===== src/rtl/dram_arbiter_pkg.sv =====
// Shared widths and FSM encodings for the DRAM arbiter and its round-robin picker.
package dram_arbiter_pkg;

  localparam int DRAM_ADDR_W = 17;
  localparam int DRAM_DATA_W = 8;

  localparam logic [1:0] ST_IDLE   = 2'd0;
  localparam logic [1:0] ST_ACCESS = 2'd1;
  localparam logic [1:0] ST_WAIT   = 2'd2;

endpackage


===== src/rtl/dram_arbiter_rr_arb2.sv =====
// Combinational two-way round-robin picker: a lone requester wins, a tie goes to
// the port that did not win last time.
module rr_arb2 (
  input  logic req0,
  input  logic req1,
  input  logic last,
  output logic win_valid,
  output logic win_id
);

  // NOTE: every output gets a value on every path, so no latch is inferred.
  always_comb begin
    win_valid = req0 | req1;
    win_id    = 1'b0;
    if (req0 && req1) win_id = ~last;
    else if (req1)    win_id = 1'b1;
  end

endmodule


===== src/rtl/dram_arbiter.sv =====
// Serialises single-byte read/write commands from two requesters onto one
// registered single-port DRAM and returns read data with a one-cycle valid pulse.
module dram_arbiter
  import dram_arbiter_pkg::*;
#(
  parameter int ADDR_W = DRAM_ADDR_W,
  parameter int DATA_W = DRAM_DATA_W,
  parameter int RD_LAT = 1
) (
  input  logic              clock,
  input  logic              reset,
  input  logic              req0,
  input  logic              req1,
  input  logic              wr0,
  input  logic              wr1,
  input  logic [ADDR_W-1:0] addr0,
  input  logic [ADDR_W-1:0] addr1,
  input  logic [DATA_W-1:0] wdata0,
  input  logic [DATA_W-1:0] wdata1,
  output logic              gnt0,
  output logic              gnt1,
  output logic              rvalid0,
  output logic              rvalid1,
  output logic [DATA_W-1:0] rdata,
  output logic              busy,
  output logic [ADDR_W-1:0] mem_address,
  output logic [DATA_W-1:0] mem_data,
  output logic              mem_wren,
  input  logic [DATA_W-1:0] mem_q
);

  localparam int CNT_W = (RD_LAT > 1) ? $clog2(RD_LAT) : 1;

  logic [1:0]       r_state;
  logic [CNT_W-1:0] r_cnt;
  logic             r_owner;
  logic             r_last;

  logic              w_win_valid;
  logic              w_win_id;
  logic              w_win_wr;
  logic [ADDR_W-1:0] w_win_addr;
  logic [DATA_W-1:0] w_win_wdata;

  rr_arb2 u_rr_arb2 (
    .req0      (req0),
    .req1      (req1),
    .last      (r_last),
    .win_valid (w_win_valid),
    .win_id    (w_win_id)
  );

  assign w_win_wr    = w_win_id ? wr1    : wr0;
  assign w_win_addr  = w_win_id ? addr1  : addr0;
  assign w_win_wdata = w_win_id ? wdata1 : wdata0;

  assign busy = (r_state != ST_IDLE);

  // NOTE: non-blocking assignments so every branch reads pre-edge register values.
  always_ff @(posedge clock) begin
    if (reset) begin
      r_state     <= ST_IDLE;
      r_cnt       <= '0;
      r_owner     <= 1'b0;
      r_last      <= 1'b1;
      gnt0        <= 1'b0;
      gnt1        <= 1'b0;
      rvalid0     <= 1'b0;
      rvalid1     <= 1'b0;
      rdata       <= '0;
      mem_address <= '0;
      mem_data    <= '0;
      mem_wren    <= 1'b0;
    end else begin
      gnt0    <= 1'b0;
      gnt1    <= 1'b0;
      rvalid0 <= 1'b0;
      rvalid1 <= 1'b0;
      case (r_state)
        ST_IDLE: begin
          if (w_win_valid) begin
            mem_address <= w_win_addr;
            mem_data    <= w_win_wdata;
            mem_wren    <= w_win_wr;
            gnt0        <= ~w_win_id;
            gnt1        <= w_win_id;
            r_owner     <= w_win_id;
            r_last      <= w_win_id;
            r_state     <= ST_ACCESS;
          end
        end
        ST_ACCESS: begin
          // The DRAM samples the command on this edge; a write is then complete.
          mem_wren <= 1'b0;
          if (mem_wren) begin
            r_state <= ST_IDLE;
          end else begin
            r_cnt   <= CNT_W'(RD_LAT - 1);
            r_state <= ST_WAIT;
          end
        end
        ST_WAIT: begin
          if (r_cnt != '0) begin
            r_cnt <= r_cnt - 1'b1;
          end else begin
            rdata   <= mem_q;
            rvalid0 <= ~r_owner;
            rvalid1 <= r_owner;
            r_state <= ST_IDLE;
          end
        end
        default: begin
          mem_wren <= 1'b0;
          r_state  <= ST_IDLE;
        end
      endcase
    end
  end

endmodule


===== config.mk =====
export PLATFORM = sky130hd
export DESIGN_NAME = dram_arbiter
export DESIGN_NICKNAME = d
export VERILOG_FILES = /design/src/rtl/dram_arbiter_pkg.sv /design/src/rtl/dram_arbiter_rr_arb2.sv /design/src/rtl/dram_arbiter.sv
export SDC_FILE = /design/constraint.sdc
export NUM_CORES = 1
export LEC_CHECK = 0
export CORE_MARGIN = 2
export CORE_UTILIZATION = 30
export DETAILED_ROUTE_END_ITERATION = 12
export GPL_ROUTABILITY_DRIVEN = 0
export HOLD_SLACK_MARGIN = 0.15
export PLACE_DENSITY = 0.76
export SLEW_MARGIN = 20
export SYNTH_ARGS = -nofsm -noshare
export SYNTH_HDL_FRONTEND = slang
export SYNTH_SLANG_ARGS = --single-unit

===== constraint.sdc =====
create_clock -name clock -period 1.88 [get_ports clock]
set_clock_uncertainty 0.05 [all_clocks]
set_input_delay 0.188 -clock clock [delete_from_list [all_inputs] [get_ports clock]]
set_output_delay 0.188 -clock clock [all_outputs]
set_load 0.05 [all_outputs]

# Yosys cells after proc, flatten, opt, wreduce, memory -nomap -nowiden
# Index checks and enable logic that the tools add are counted.
# word_totals
regBits	43
in_bits	64
word_cells	51
# classes
addsub	1
eq_ne	5
mux	14
bitwise_logic	8
reduce_logical	11
# ops
operator	n
2-to-1 mux 17 bit	1
AND reduction 2 bit	5
2-to-1 mux 8 bit	1
NOT 1 bit	7
2-to-1 mux 1 bit	6
2-to-1 mux 2 bit	3
case mux 2 bit (3 select lines)	1
OR reduction 3 bit	2
inequality test 2 bit, second input constant	2
case mux 1 bit (2 select lines)	2
nonzero test 2 bit	2
equality test 2 x 1 -> 1 bit, second input constant	1
equality test 2 bit, second input constant	1
zero test 2 bit	1
inequality test 2 x 1 -> 1 bit, second input constant	1
logical AND 1 bit	1
bitwise OR 1 bit	1
subtractor 1 bit, second input constant	1

# Logic depth before layout (Yosys ltp)
# depth
ltp_word	5
mapped_depth	5
depth_no_buf	4

# By module
# Synthesis repeated with hierarchy kept, for this count alone.
# unflattened
cells_unflattened	151
hier_area_um2	1692.9
# modules_own_cells
mod	n_inst	cells_per_inst	area_each_um2	seq_area_each_um2
dram_arbiter	1	149	1679.1	840.8
rr_arb2	1	2	13.8	0.0

# Worst setup path before layout
# OpenSTA, ideal clock, no wires.
# synth_path
kind	flip-flop to flip-flop
start	reg r_state[0]
end	reg mem_address[2]
setup_ps	143
arrival_time_ps	1328
required_time_ps	1687
setup_slack_ps	359
stages_incl_launch_ff	6
n_path_buf	1
synth_period_minus_slack_ps	1521
cell_sequence	dfxtp_1 > nor2_1 > inv_1 > nor2_2 > buf_2 > a211oi_1
# synth_via
elab_chain_cells	2
# synth_rtl
item	line_no	source
start, declared	dram_arbiter.sv:34	logic [1:0] r_state;
start signal, assigned	dram_arbiter.sv:62	r_state <= ST_IDLE;
start signal, assigned	dram_arbiter.sv:89	r_state <= ST_ACCESS;
start signal, assigned	dram_arbiter.sv:96	r_state <= ST_IDLE;
zero test 2 bit	dram_arbiter.sv:79	case (r_state)
AND reduction 2 bit (no line)	-	
end signal, assigned	dram_arbiter.sv:82	mem_address <= w_win_addr;
end, declared	dram_arbiter.sv:26	output logic [ADDR_W-1:0] mem_address,
# Every way passes these cells.
# A chain may end at the register's enable or synchronous reset.

# Worst setup path in the final report
# layout_path
start	reg mem_wren
end	out mem_wren
# layout_rtl
item	line_no	source
start, declared	dram_arbiter.sv:28	output logic mem_wren,
start signal, assigned	dram_arbiter.sv:84	mem_wren <= w_win_wr;
# No word-level cell between the ends.

==> flow_summary_export.csv <==
group,metric,value,unit
place,preCtsSetupSlack,-181,ps
place,placedCellCount,351,
min_path,min_from,"reset",
pwr,vdd_drop_max,0.378,mV
logic_synthesis,async_flop_share,0,%
die,die_h,81.2,um
routing,dr.max_layer_used,"met4",
finish,areaGrowthSynthToFinish,67.1,%
logic_synthesis,synth_nets,248,
logic_synthesis,yosysTopAreaCell,"dfxtp_1",
pwr,p_per_area,827,mW/mm^2
worst_setup_path,crit_type,"reg -> out",
routing,vias,1723,
cts,cts_tree,"yes",
cts,path_clk_slew,80,ps
timing,rsz0062_at_grt,"no",
logic_synthesis,netlist_area,0.00179,mm^2
logic_synthesis,synthTopCellsByArea,"dfxtp_1 47%, mux2i_1 15%, a21oi_1 9.5%, a211oi_1 8.0%, a211oi_2 4.2%",
timing,holdWs,321,ps
routing,ant_nets,0,
timing,worst_slack,157,ps
run,maxCapViolations,0,
logic_synthesis,syn_avg_cell_area,9.71,um^2
routing,wl_met2,2330,um
worst_setup_path,rrSetupSlack,370,ps
timing,tightest_slew,678,ps
timing,min_period,1720,ps
worst_setup_path,setup.worst_path.start_class,"flop",
grt,antenna_found_initial,0,
finish,layout_commonest_cell,"clkdlybuf4s50_1",
logic_synthesis,synth-edff-count,0,
worst_setup_path,cp_top_family,"buffers and inverters",
cts,cts_htree_levels,2,
grt,track_usage,14.7,%
grt,grt_max_degree,30,
outcome,status,"finished, final reports clean",
worst_setup_path,worstPathArrival,1490,ps
die,core_area,0.00585,mm^2
min_path,min_path_cells,2,
min_path,min_to,"r_state[0]",
logic_synthesis,synth_top_cell_area_share,47.1,%
worst_setup_path,path_cells,"clkdlybuf4s50_1",
worst_setup_path,cp_max_fo,3,
finish,antennaDiodeCount,0,
finish,post-route-util,51.0,%
worst_setup_path,worst_r2r_path_depth,4,
cts,root_buffer,"clkbuf_8",
finish,stdcell_count,359,
timing,finalCritPeriodShare,91.7,%
worst_setup_path,end_kind,"output port",
logic_synthesis,ys_seq_area_share,47.1,%
worst_setup_path,slowest_stage,"clkdlybuf4s50_1",
die,die_w,81.2,um
cts,clk_path_buf_depth,2,
cts,cts_buffers,5,
min_path,min_path_type,"in -> reg",
logic_synthesis,yosys_warnings,0,
finish,nets,347,
routing,viasPerCell,4.80,
cts,clock-sinks,42,
routing,wire_per_inst,13.2,um
finish,drive_above_1_share,9.51,%
routing,drt-total-wl,4730,um
worst_setup_path,r2r_start,"r_state[0]",
timing,slew_headroom,54.7,%
place,io_buffers,102,
routing,wl_met3,426,um
grt,gr-total-overflow,0,
grt,grt_pass1_wl,7580,um
routing,dr.pass1.iters,4,
logic_synthesis,synth_top_flop_cell,"dfxtp_1",
routing,drc,0,
worst_setup_path,crit_buf_inv,1,
timing,finalSetupTns,0,ps
die,dieArea,0.00659,mm^2
worst_setup_path,worstPathRequired,1640,ps
timing,finalHoldViolations,0,
logic_synthesis,ys_ff_latch,42,
timing,setup_violations,0,
worst_setup_path,cpPeakStageDelay,830,ps
cts,clk_latency,290,ps
pwr,power_leakage,1.08,nW
timing,final_max_slew_viol_count,0,
finish,mostFrequentLayoutCells,"100 x clkdlybuf4s50_1, 42 x dfxtp_1, 34 x a21oi_1, 26 x mux2i_1",
worst_setup_path,worst_r2r_endpoint,"mem_address[1]",
die,io_pins,103,
logic_synthesis,ys_types,25,
timing,fmax,580,MHz
die,row_count,28,
logic_synthesis,syn_inst,184,
routing,drt_iter0_drc,41,
die,initial_core_util,30.5,%
routing,wl_met1,1930,um
grt,grt_pass1_vias,1675,
place,dp_hpwl,3420,um
worst register-to-register path, stage by stage (launching register included):
cell and delay, ps:
dfxtp_1 350, nor2_2 130, inv_1 100, nor2_4 550, a211oi_1 180
worst max path at each step:
stage | slack (ps) | cells after the start | start | endpoint
2_1_floorplan | 360 | 5 | r_state[0] | mem_address[2]
3_3_place_gp | -80 | 4 | req1 | mem_address[2]
3_5_place_dp | -180 | 4 | req1 | mem_data[3]
4_1_cts | 150 | 1 | mem_wren | mem_wren
5_1_grt | 120 | 1 | mem_wren | mem_wren
6_report | 160 | 1 | mem_wren | mem_wren
power by group:
| part | leakage [nW] | switching [W] | internal (W) | total [W] |
|---|---|---|---|---|
| sequential | 0.347 | 0.0000477 | 0.000973 | 0.00102 |
| clock | 0.0408 | 0.000320 | 0.000265 | 0.000585 |
| combinational | 0.695 | 0.000499 | 0.000364 | 0.000864 |
| total | 1.08 | 0.000867 | 0.00160 | 0.00247 |
kinds of logic (layout without fill, tap and decap cells):
group                  Yosys count  after routing  share of synthesized area (%)
DFF                             42             42                           47.1
and+or+nand+nor                 33             33                           8.47
muxes                           26             26                           14.6
buffers and inverters           19            119                           5.88
AOI/OAI and AO/OA               64             64                           24.0
routing by layer:
metal	global-route usage, %	up-vias
met5	0	-
met4	4.07	0
met3	5.78	5
met2	26.0	62
met1	16.4	795
li1	-	861
cell type report:
type / instances / area (um^2)
Fill cell: 558 / 2870
Clock buffer: 5 / 68.8
Tap cell: 75 / 93.8
Inverter: 1 / 3.75
Clock inverter: 3 / 23.8
Sequential cell: 42 / 841
Multi-Input combinational cell: 123 / 856
Timing Repair Buffer: 110 / 1100
registers in the layout (all words and copies together), names as in the netlist:
signal       cells
rvalid0          1
mem_wren         1
rvalid1          1
gnt1             1
r_state          2
r_owner          1
r_last           1
mem_address     17
gnt0             1
mem_data         8
rdata            8
through the flow:
stage,power [W],area (um^2)
after floorplan,0.00156,1790
after global placement,0.00190,2890
after detailed placement,0.00191,2890
after CTS,0.00250,2990
after global routing,0.00260,2990
final,0.00247,2990
cell usage after synthesis, types with 2 or more instances:
| cell | n |
|---|---|
| clkbuf_1 | 8 |
| a211oi_1 | 19 |
| nor2_1 | 4 |
| nand2_1 | 19 |
| a211oi_2 | 6 |
| mux2i_1 | 26 |
| buf_2 | 6 |
| nor3b_1 | 2 |
| nor3_1 | 2 |
| buf_4 | 2 |
| a21oi_1 | 34 |
| nor2b_1 | 2 |
| dfxtp_1 | 42 |
repair_timing:
item,in CTS,in global routing
hold buffers,0,0
resized for setup,1,0
setup buffers,0,0
setup endpoints to repair,14,0
Note: power is estimated with default switching activity, not from simulation.
